## src/rtl/ctrl_decode_pipe.sv

```systemverilog
// ID stage: opcode decode, load-use hazard detection and the ID/EX pipeline
// register. It also keeps a sticky illegal-opcode flag and a saturating
// bubble counter.
module ctrl_decode_pipe #(
  parameter int unsigned ALUOP_W = 3,
  parameter int unsigned CNT_W   = 16,
  parameter int unsigned EN_JUMP = 1
) (
  input  logic               clk,
  input  logic               rst_n,
  input  logic               in_valid,
  input  logic [6:0]         opcode,
  input  logic [4:0]         rs1,
  input  logic [4:0]         rs2,
  input  logic [4:0]         rd,
  input  logic               stall,
  input  logic               flush,
  input  logic               illegal_clr,
  output logic               ex_valid,
  output logic               ex_ALUSrc,
  output logic               ex_MemtoReg,
  output logic               ex_RegWrite,
  output logic               ex_MemRead,
  output logic               ex_MemWrite,
  output logic               ex_Branch,
  output logic               ex_Jump,
  output logic [ALUOP_W-1:0] ex_ALUop,
  output logic [4:0]         ex_rd,
  output logic               hazard_stall,
  output logic               illegal,
  output logic [CNT_W-1:0]   bubble_cnt
);

  localparam logic [6:0] OP_NOP   = 7'b0000000;
  localparam logic [6:0] OP_LW    = 7'b0000011;
  localparam logic [6:0] OP_SW    = 7'b0100011;
  localparam logic [6:0] OP_R     = 7'b0110011;
  localparam logic [6:0] OP_I     = 7'b0010011;
  localparam logic [6:0] OP_BR    = 7'b1100011;
  localparam logic [6:0] OP_JAL   = 7'b1101111;
  localparam logic [6:0] OP_JALR  = 7'b1100111;
  localparam logic [6:0] OP_LUI   = 7'b0110111;
  localparam logic [6:0] OP_AUIPC = 7'b0010111;

  // Control bit order: {ALUSrc, MemtoReg, RegWrite, MemRead, MemWrite, Branch, Jump}
  logic [6:0]         dec_ctl;
  logic [2:0]         dec_alu;
  logic               dec_legal;
  logic               jump_en;

  logic               ex_valid_q, ex_valid_d;
  logic [6:0]         ex_ctl_q, ex_ctl_d;
  logic [ALUOP_W-1:0] ex_aluop_q, ex_aluop_d;
  logic [4:0]         ex_rd_q, ex_rd_d;
  logic               illegal_q, illegal_d;
  logic [CNT_W-1:0]   bubble_cnt_q, bubble_cnt_d;

  assign jump_en = (EN_JUMP != 0);

  // Combinational opcode decode into control word and 3-bit ALU class.
  always_comb begin
    dec_ctl   = '0;
    dec_alu   = 3'b000;
    dec_legal = 1'b1;
    case (opcode)
      OP_NOP: ;
      OP_LW:  dec_ctl = 7'b1111000;
      OP_SW:  dec_ctl = 7'b1000100;
      OP_R:   begin dec_ctl = 7'b0010000; dec_alu = 3'b010; end
      OP_I:   begin dec_ctl = 7'b1010000; dec_alu = 3'b011; end
      OP_BR:  begin dec_ctl = 7'b0000010; dec_alu = 3'b101; end
      OP_JAL: begin
        if (jump_en) dec_ctl = 7'b0010001;
        else         dec_legal = 1'b0;
      end
      OP_JALR: begin
        if (jump_en) dec_ctl = 7'b1010001;
        else         dec_legal = 1'b0;
      end
      OP_LUI: begin
        if (jump_en) begin dec_ctl = 7'b1010000; dec_alu = 3'b100; end
        else         dec_legal = 1'b0;
      end
      OP_AUIPC: begin
        if (jump_en) begin dec_ctl = 7'b1010000; dec_alu = 3'b110; end
        else         dec_legal = 1'b0;
      end
      default: dec_legal = 1'b0;
    endcase
  end

  // Load-use hazard: the instruction in EX is a load whose destination feeds IF/ID.
  always_comb begin
    hazard_stall = ex_valid_q & ex_ctl_q[3] & (ex_rd_q != 5'd0) & in_valid &
                   ((ex_rd_q == rs1) | (ex_rd_q == rs2));
  end

  // ID/EX next state: flush > stall > hazard bubble > load.
  always_comb begin
    ex_valid_d   = ex_valid_q;
    ex_ctl_d     = ex_ctl_q;
    ex_aluop_d   = ex_aluop_q;
    ex_rd_d      = ex_rd_q;
    bubble_cnt_d = bubble_cnt_q;
    illegal_d    = illegal_q & ~illegal_clr;
    if (flush) begin
      ex_valid_d = 1'b0;
      ex_ctl_d   = '0;
      ex_aluop_d = '0;
      ex_rd_d    = '0;
    end else if (stall) begin
      // hold everything
    end else if (hazard_stall) begin
      ex_valid_d = 1'b0;
      ex_ctl_d   = '0;
      ex_aluop_d = '0;
      ex_rd_d    = '0;
      if (bubble_cnt_q != '1) bubble_cnt_d = bubble_cnt_q + CNT_W'(1);
    end else if (in_valid && dec_legal) begin
      ex_valid_d = 1'b1;
      ex_ctl_d   = dec_ctl;
      ex_aluop_d = ALUOP_W'(dec_alu);
      ex_rd_d    = rd;
    end else begin
      ex_valid_d = 1'b0;
      ex_ctl_d   = '0;
      ex_aluop_d = '0;
      ex_rd_d    = '0;
      if (in_valid) illegal_d = 1'b1;
    end
  end

  // Pipeline register with asynchronous active-low reset.
  always_ff @(posedge clk or negedge rst_n) begin
    if (!rst_n) begin
      ex_valid_q   <= 1'b0;
      ex_ctl_q     <= '0;
      ex_aluop_q   <= '0;
      ex_rd_q      <= '0;
      illegal_q    <= 1'b0;
      bubble_cnt_q <= '0;
    end else begin
      ex_valid_q   <= ex_valid_d;
      ex_ctl_q     <= ex_ctl_d;
      ex_aluop_q   <= ex_aluop_d;
      ex_rd_q      <= ex_rd_d;
      illegal_q    <= illegal_d;
      bubble_cnt_q <= bubble_cnt_d;
    end
  end

  assign ex_valid    = ex_valid_q;
  assign ex_ALUSrc   = ex_ctl_q[6];
  assign ex_MemtoReg = ex_ctl_q[5];
  assign ex_RegWrite = ex_ctl_q[4];
  assign ex_MemRead  = ex_ctl_q[3];
  assign ex_MemWrite = ex_ctl_q[2];
  assign ex_Branch   = ex_ctl_q[1];
  assign ex_Jump     = ex_ctl_q[0];
  assign ex_ALUop    = ex_aluop_q;
  assign ex_rd       = ex_rd_q;
  assign illegal     = illegal_q;
  assign bubble_cnt  = bubble_cnt_q;

endmodule

```

## config.mk

```make
export PLATFORM = sky130hd
export DESIGN_NAME = ctrl_decode_pipe
export DESIGN_NICKNAME = d
export VERILOG_FILES = /design/src/rtl/ctrl_decode_pipe.sv
export SDC_FILE = /design/constraint.sdc
export NUM_CORES = 1
export LEC_CHECK = 0
export CORE_MARGIN = 3
export CORE_UTILIZATION = 40
export DETAILED_ROUTE_END_ITERATION = 8
export PLACE_DENSITY = 0.79
export SYNTH_ARGS = -nofsm -noshare
export SYNTH_HDL_FRONTEND = slang
export SYNTH_SLANG_ARGS = --single-unit
```

## constraint.sdc

```tcl
create_clock -name clk -period 3.7 [get_ports clk]
set_input_delay 0.74 -clock clk [delete_from_list [all_inputs] [get_ports clk]]
set_output_delay 0.74 -clock clk [all_outputs]
set_load 0.01 [all_outputs]
```

==> impl_metrics.py, run 1 <==
metrics = {
    "placement": {
        "dp_hpwl_um": 3081,
        "dpl-instance-area_sq_um": 2426,
        "dp_cells": 288,
        "place.gp.congestion": 0.8397,
        "port_buffers": 61,
    },
    "clock_network": {
        "insertion_delay_ns": 0.28,
        "cts_buffers": 5,
        "clk_pin_slew_worst_paths_ns": 0.06,
        "cts-root-buf": "clkbuf_8",
        "cts_hold_buf": 0,
        "clock_path_buffers": 2,
        "cts_tree": "done",
        "cts_max_level": 2,
        "cts.sinks": 32,
        "ctsResizeCount": 0,
        "cts_setup_buffers": 0,
    },
    "route": {
        "wl_met1_um": 1805,
        "first_pass_iters": 4,
        "antenna_left": 0,
        "num_vias": 1538,
        "viasPerCell": 5.214,
        "wl_per_cell_um": 14.03,
        "top_layer": "met4",
        "finalWirelength_um": 4140,
        "wl_met2_um": 2061,
        "route.met3.wl_um": 225,
        "drcViolationCount": 0,
        "drt_iter0_drc": 51,
    },
    "setup_path": {
        "r2r_start": "ex_rd[1]",
        "worst_path_max_delay_cell": "clkdlybuf4s50_1",
        "critPathLaunch": "rs1[2]",
        "crit_path_end_kind": "primary output",
        "r2r_end": "bubble_cnt[1]",
        "crit_type": "primary input to primary output",
        "endpoint": "hazard_stall",
        "critPathBufInv": 2,
        "cpMostUsedCell": "clkdlybuf4s50_1",
        "worstRegToRegCells": 5,
        "path_max_fanout": 2,
        "crit_family": "buffers and inverters",
        "slowest_delay_ns": 0.56,
        "cp.required_ns": 2.96,
        "crit_cells": 6,
        "r2r_slack_ns": 1.55,
        "arrival_ns": 2.38,
        "cp-start-kind": "primary input",
        "cp_cell_sequence": "clkdlybuf4s50_1 -> xor2_1 -> nor3_1 -> a22oi_2 -> nor2_1 -> clkdlybuf4s50_1",
    },
    "synthesis": {
        "yosys-top-cells-area": "dfrtp_1 (45%), xor2_1 (11%), nor3_2 (5.1%), o21ai_0 (5.1%), nand2_1 (5.1%)",
        "yosysWarningCount": 0,
        "synthDominantCellAreaShare": 0.4513,
        "syn_nets": 210,
        "synth-seq-cells": 32,
        "syn_inst": 181,
        "yosysUniqueCellTypes": 39,
        "synth_top_cell_by_area": "dfrtp_1",
        "postSynthAreaPerCell_sq_um": 9.802,
        "synth-main-ff-cell": "dfrtp_1",
        "syn-cell-area_sq_um": 1774,
        "ys_seq_area_frac": 0.4513,
        "synth-edff-count": 0,
        "async_reset_ff_frac": 1.000,
    },
    "sta": {
        "drv_slew": 0,
        "slew_headroom": 0.3109,
        "tightest_slew_ns": 1.032,
        "setup-tns-final_ns": 0,
        "min_period_ns": 3.124,
        "fmax_mhz": 320.1,
        "hold_viol": 0,
        "grt_setup_unrepaired": "no",
        "min_period_over_period": 0.8444,
        "setup_viol_count_final": 0,
        "skew_ns": 0.005246,
    },
    "power_and_ir_drop": {
        "p_clk_frac": 0.372,
        "p_per_area_nw_per_um2": 272.0,
        "irDropWorstVdd_v": 0.0001860,
        "power.leakage_nw": 1.081,
        "power.internal_mw": 0.5186,
        "swShare": 0.2386,
        "p_sw_mw": 0.1625,
        "p_seq_frac": 0.518,
        "pwr-share-comb": 0.110,
    },
    "floorplan": {
        "die_x_um": 72.60,
        "core_area_sq_um": 4144,
        "io_pins": 62,
        "initial_core_util": 0.4281,
        "rows": 23,
        "dieArea_sq_um": 5271,
        "die_h_um": 72.60,
    },
    "global_route": {
        "grt_pass1_vias": 1552,
        "grt_max_degree": 33,
        "grt.total_usage": 0.1653,
        "grt_pass1_wl_um": 6837,
        "grt-ovfl-total": 0,
        "antenna_found_initial": 0,
    },
    "worst_hold_path": {
        "hold_class": "flop to flop",
    },
    "run": {
        "cap_violations": 0,
    },
    "cells_and_area": {
        "nets": 274,
        "diodes": 0,
        "final_area_sq_um": 2504,
        "syn2layout_area_growth_pct": 41.11,
        "drive_gt1_frac": 0.1061,
        "final_common_cell": "clkdlybuf4s50_1",
        "fin_cells": 295,
        "fillers": 372,
        "layout_common_cells": "clkdlybuf4s50_1 (61), dfrtp_1 (32), nand2_1 (24)",
    },
    "status": {
        "status": "finished, final reports clean",
    },
}
## state kept, by name, summed over array words and instances (netlist names)
signal	count
bubble_cnt	16
ex_valid	1
ex_rd	5
ex_ALUop	3
illegal	1
ex_ctl_q	6
## area by class of cell
type                            count  area (sq um)  share of cell area
Multi-Input combinational cell    137         914.6              0.3653
Clock buffer                        6         72.57             0.02899
Inverter                            6         22.52            0.008996
Timing Repair Buffer               63         625.6              0.2499
Clock inverter                      1         5.005            0.001999
Sequential cell                    32         800.8              0.3198
Tap cell                           50         62.56             0.02499
## logic make-up after synthesis
kind of cell | share of synthesized area
AO/OA/AOI/OAI | 0.1269
XOR/XNOR | 0.1234
adder cells (fa/ha/maj) | 0.007051
buffers and inverters | 0.03315
flip-flops | 0.4513
multiplexers | 0.01481
AND/OR/NAND/NOR | 0.2433
## power groups by stage
stage	combinational, mW	clock [mW]	sequential, mW
4_1_cts	0.0757	0.259	0.353
3_3_place_gp	0.0742	0	0.359
6_report	0.0748	0.253	0.353
5_1_grt	0.0825	0.273	0.353
3_5_place_dp	0.0756	0	0.359
2_1_floorplan	0.0256	0	0.360
## Yosys cell counts, types with 3 or more instances
master / count
nor2_1: 12
nand2_1: 24
xor2_1: 23
nor3_1: 3
nor3_2: 9
nand3_1: 10
o21ai_0: 18
o31ai_1: 4
inv_1: 6
dfrtp_1: 32
## through the flow
step	setup slack [ns]	utilization	total power, mW	hold slack (ns)
after floorplan	1.254	-	0.3857	0.4444
after global placement	0.5962	0.5854	0.4337	0.4693
after detailed placement	0.6028	0.5854	0.4349	0.4699
after CTS	0.5955	0.6042	0.6881	0.4902
after global routing	0.5022	0.6042	0.7082	0.5189
final	0.5756	0.6042	0.6811	0.4844
## routing by layer
metal / global-route usage / vias up
met3: 0.04545 / 7
met2: 0.2826 / 48
met1: 0.1976 / 728
met4: 0.06148 / 0
li1: - / 755
met5: 0 / -
## worst reg2reg max path, stage by stage, from the launching register on
cell	delay [ns]
dfrtp_1	0.44
or4_1	0.56
o2111ai_2	0.28
a311o_4	0.33
nor2_1	0.13
mux2_4	0.31
## worst min path at each step
stage               endpoint        start  depth (start not counted)
2_1_floorplan  bubble_cnt[0]        rst_n                          0
3_3_place_gp     ex_ALUop[0]  ex_ALUop[0]                          2
3_5_place_dp     ex_ALUop[2]  ex_ALUop[2]                          2
4_1_cts          ex_ctl_q[2]  ex_ctl_q[2]                          2
5_1_grt          ex_ALUop[1]  ex_ALUop[1]                          2
6_report         ex_ctl_q[2]  ex_ctl_q[2]                          2
Note: power is estimated with default switching activity, not from simulation.
==> run 2, diff against run 1 <==
- clock period: 3.7 -> 3.3 ns (I/O delays scaled with it)
==> run 2 against run 1 <==
  * Clock skew increased by 0.0021 ns
  * Sequential power rose by 12%
  * Die area unchanged
  * Count of clock-buffer cells in the layout up 1
  * Critical path depth stayed put
  * Worst setup slack got worse by 0.24 ns
  * Global-route usage shrank 0.22 points
  * Combinational power rose by 13%
  * Hold slack gained 0.0027 ns
  * Core utilization rose by 1.4 points
  * Via count is 1.3% higher
  * Clock power rose by 63%
  * Critical path type unchanged
  * Largest cell class unchanged
  * Highest routed layer unchanged
==> impl_metrics.py, run 2 (same netlist as run 1, synthesis figures left out) <==
metrics = {
    "floorplan": {
        "io_pins": 62,
        "die_x_um": 72.60,
        "core_area_sq_um": 4144,
        "die_h_um": 72.60,
        "dieArea_sq_um": 5271,
        "rows": 23,
        "initial_core_util": 0.4281,
    },
    "cells_and_area": {
        "drive_gt1_frac": 0.1174,
        "layout_common_cells": "clkdlybuf4s50_1 (61), dfrtp_1 (32), nand2_1 (24)",
        "nets": 275,
        "seq_area_sq_um": 800.8,
        "syn2layout_area_growth_pct": 44.29,
        "fin_cells": 297,
        "fillers": 360,
        "multi_input_area_sq_um": 914.6,
        "final_common_cell": "clkdlybuf4s50_1",
        "largest_reg_flops": 16,
        "diodes": 0,
    },
    "worst_hold_path": {
        "whs_endpoint": "ex_ALUop[0]",
        "min_path_cells": 2,
        "hold_start": "ex_ALUop[0]",
        "hold_class": "flop to flop",
    },
    "power_and_ir_drop": {
        "power.leakage_nw": 1.110,
        "irDropWorstVdd_v": 0.0001894,
        "p_per_area_nw_per_um2": 348.6,
    },
    "placement": {
        "port_buffers": 61,
        "place.gp.congestion": 0.8408,
        "dp_cells": 289,
        "dp_hpwl_um": 3022,
    },
    "route": {
        "num_vias": 1558,
        "wl_per_cell_um": 13.66,
        "antenna_left": 0,
        "drt_iter0_drc": 57,
        "finalWirelength_um": 4056,
        "first_pass_iters": 4,
        "drcViolationCount": 0,
        "viasPerCell": 5.246,
    },
    "setup_path": {
        "cp_cell_sequence": "clkdlybuf4s50_1 -> xor2_1 -> nor3_1 -> a22oi_2 -> nor2_1 -> clkdlybuf4s50_1",
        "r2r_slack_ns": 1.13,
        "worst_path_max_delay_cell": "clkdlybuf4s50_1",
        "crit_path_end_kind": "primary output",
        "r2r_end": "bubble_cnt[1]",
        "path_max_fanout": 2,
        "cp.required_ns": 2.64,
        "r2r_start": "ex_rd[1]",
        "crit_family": "buffers and inverters",
        "cp-start-kind": "primary input",
        "crit_type": "primary input to primary output",
        "cpMostUsedCell": "clkdlybuf4s50_1",
        "worstRegToRegCells": 5,
        "arrival_ns": 2.31,
        "critPathBufInv": 2,
        "slowest_delay_ns": 0.56,
    },
    "global_route": {
        "grt.total_usage": 0.1631,
        "grt-ovfl-total": 0,
        "antenna_found_initial": 0,
        "grt_max_degree": 33,
        "grt_pass1_vias": 1522,
        "grt_pass1_wl_um": 6699,
    },
    "sta": {
        "fmax_mhz": 337.1,
        "tightest_slew_ns": 0.6312,
        "min_period_over_period": 0.8988,
        "grt_setup_unrepaired": "no",
        "hold_viol": 0,
        "timing.hold.ws_ns": 0.4871,
        "setup_viol_count_final": 0,
        "min_period_ns": 2.966,
        "setup-tns-final_ns": 0,
        "drv_slew": 0,
        "skew_ns": 0.007328,
        "slew_headroom": 0.5764,
    },
    "clock_network": {
        "insertion_delay_ns": 0.28,
        "cts_buffers": 5,
        "cts-root-buf": "clkbuf_8",
        "cts_tree": "done",
        "cts_setup_buffers": 0,
        "clk_pin_slew_worst_paths_ns": 0.07,
        "ctsResizeCount": 0,
        "cts_hold_buf": 0,
        "cts.sinks": 32,
        "cts_max_level": 2,
        "clock_path_buffers": 2,
    },
    "status": {
        "status": "finished, final reports clean",
    },
    "run": {
        "cap_violations": 0,
    },
}
run 2: tightest hold or removal path, stage by stage, from the launching register on:
cell and delay, ns:
dfrtp_1 0.35, nand2_1 0.05, o21ai_0 0.06
run 2: final cells by class:
cell class	count	share of cell area
well taps	50	0.02444
inverters	6	0.008798
clock buffers	7	0.03763
repair buffers	64	0.2473
flip-flops and latches	32	0.3128
multi-input cells	137	0.3573
clock inverters	1	0.01173
run 2: through the flow:
stage / cell area, sq um / setup slack (ns) / power, mW / utilization
after floorplan: 1774 / 1.014 / 0.4325 / -
after global placement: 2434 / 0.3507 / 0.4871 / 0.5873
after detailed placement: 2434 / 0.3495 / 0.4884 / 0.5873
after CTS: 2560 / 0.3468 / 0.9007 / 0.6178
after global routing: 2560 / 0.1918 / 0.9256 / 0.6178
final: 2560 / 0.3338 / 0.8924 / 0.6178
run 2: routing by layer:
layer,vias to the layer above,global-route usage,wire length (um)
met1,744,0.2024,1768
met3,5,0.05785,241
li1,761,-,-
met5,-,0,0
met4,0,0.03689,34
met2,48,0.2725,2012
run 2: worst max path at each step:
stage                     startpoint           end  slack, ns  cells past startpoint
final                         rs1[2]  hazard_stall       0.33                      6
after global routing          rs1[2]  hazard_stall       0.19                      6
after CTS                     rs1[2]  hazard_stall       0.35                      6
after detailed placement      rs1[2]  hazard_stall       0.35                      6
after global placement        rs1[2]  hazard_stall       0.35                      6
after floorplan               rs1[3]  hazard_stall       1.01                      5
run 2: power by group:
part,switching [mW],internal (mW)
Sequential,0.00158,0.394
Clock,0.146,0.266
Combinational,0.0397,0.0449
==> run 3, diff against run 2 <==
- CAP_MARGIN: default -> 20
- CTS_CLUSTER_DIAMETER: default -> 50
==> results of run 3 <==
No change in the layout: final DEF, timing and power equal those of run 2.
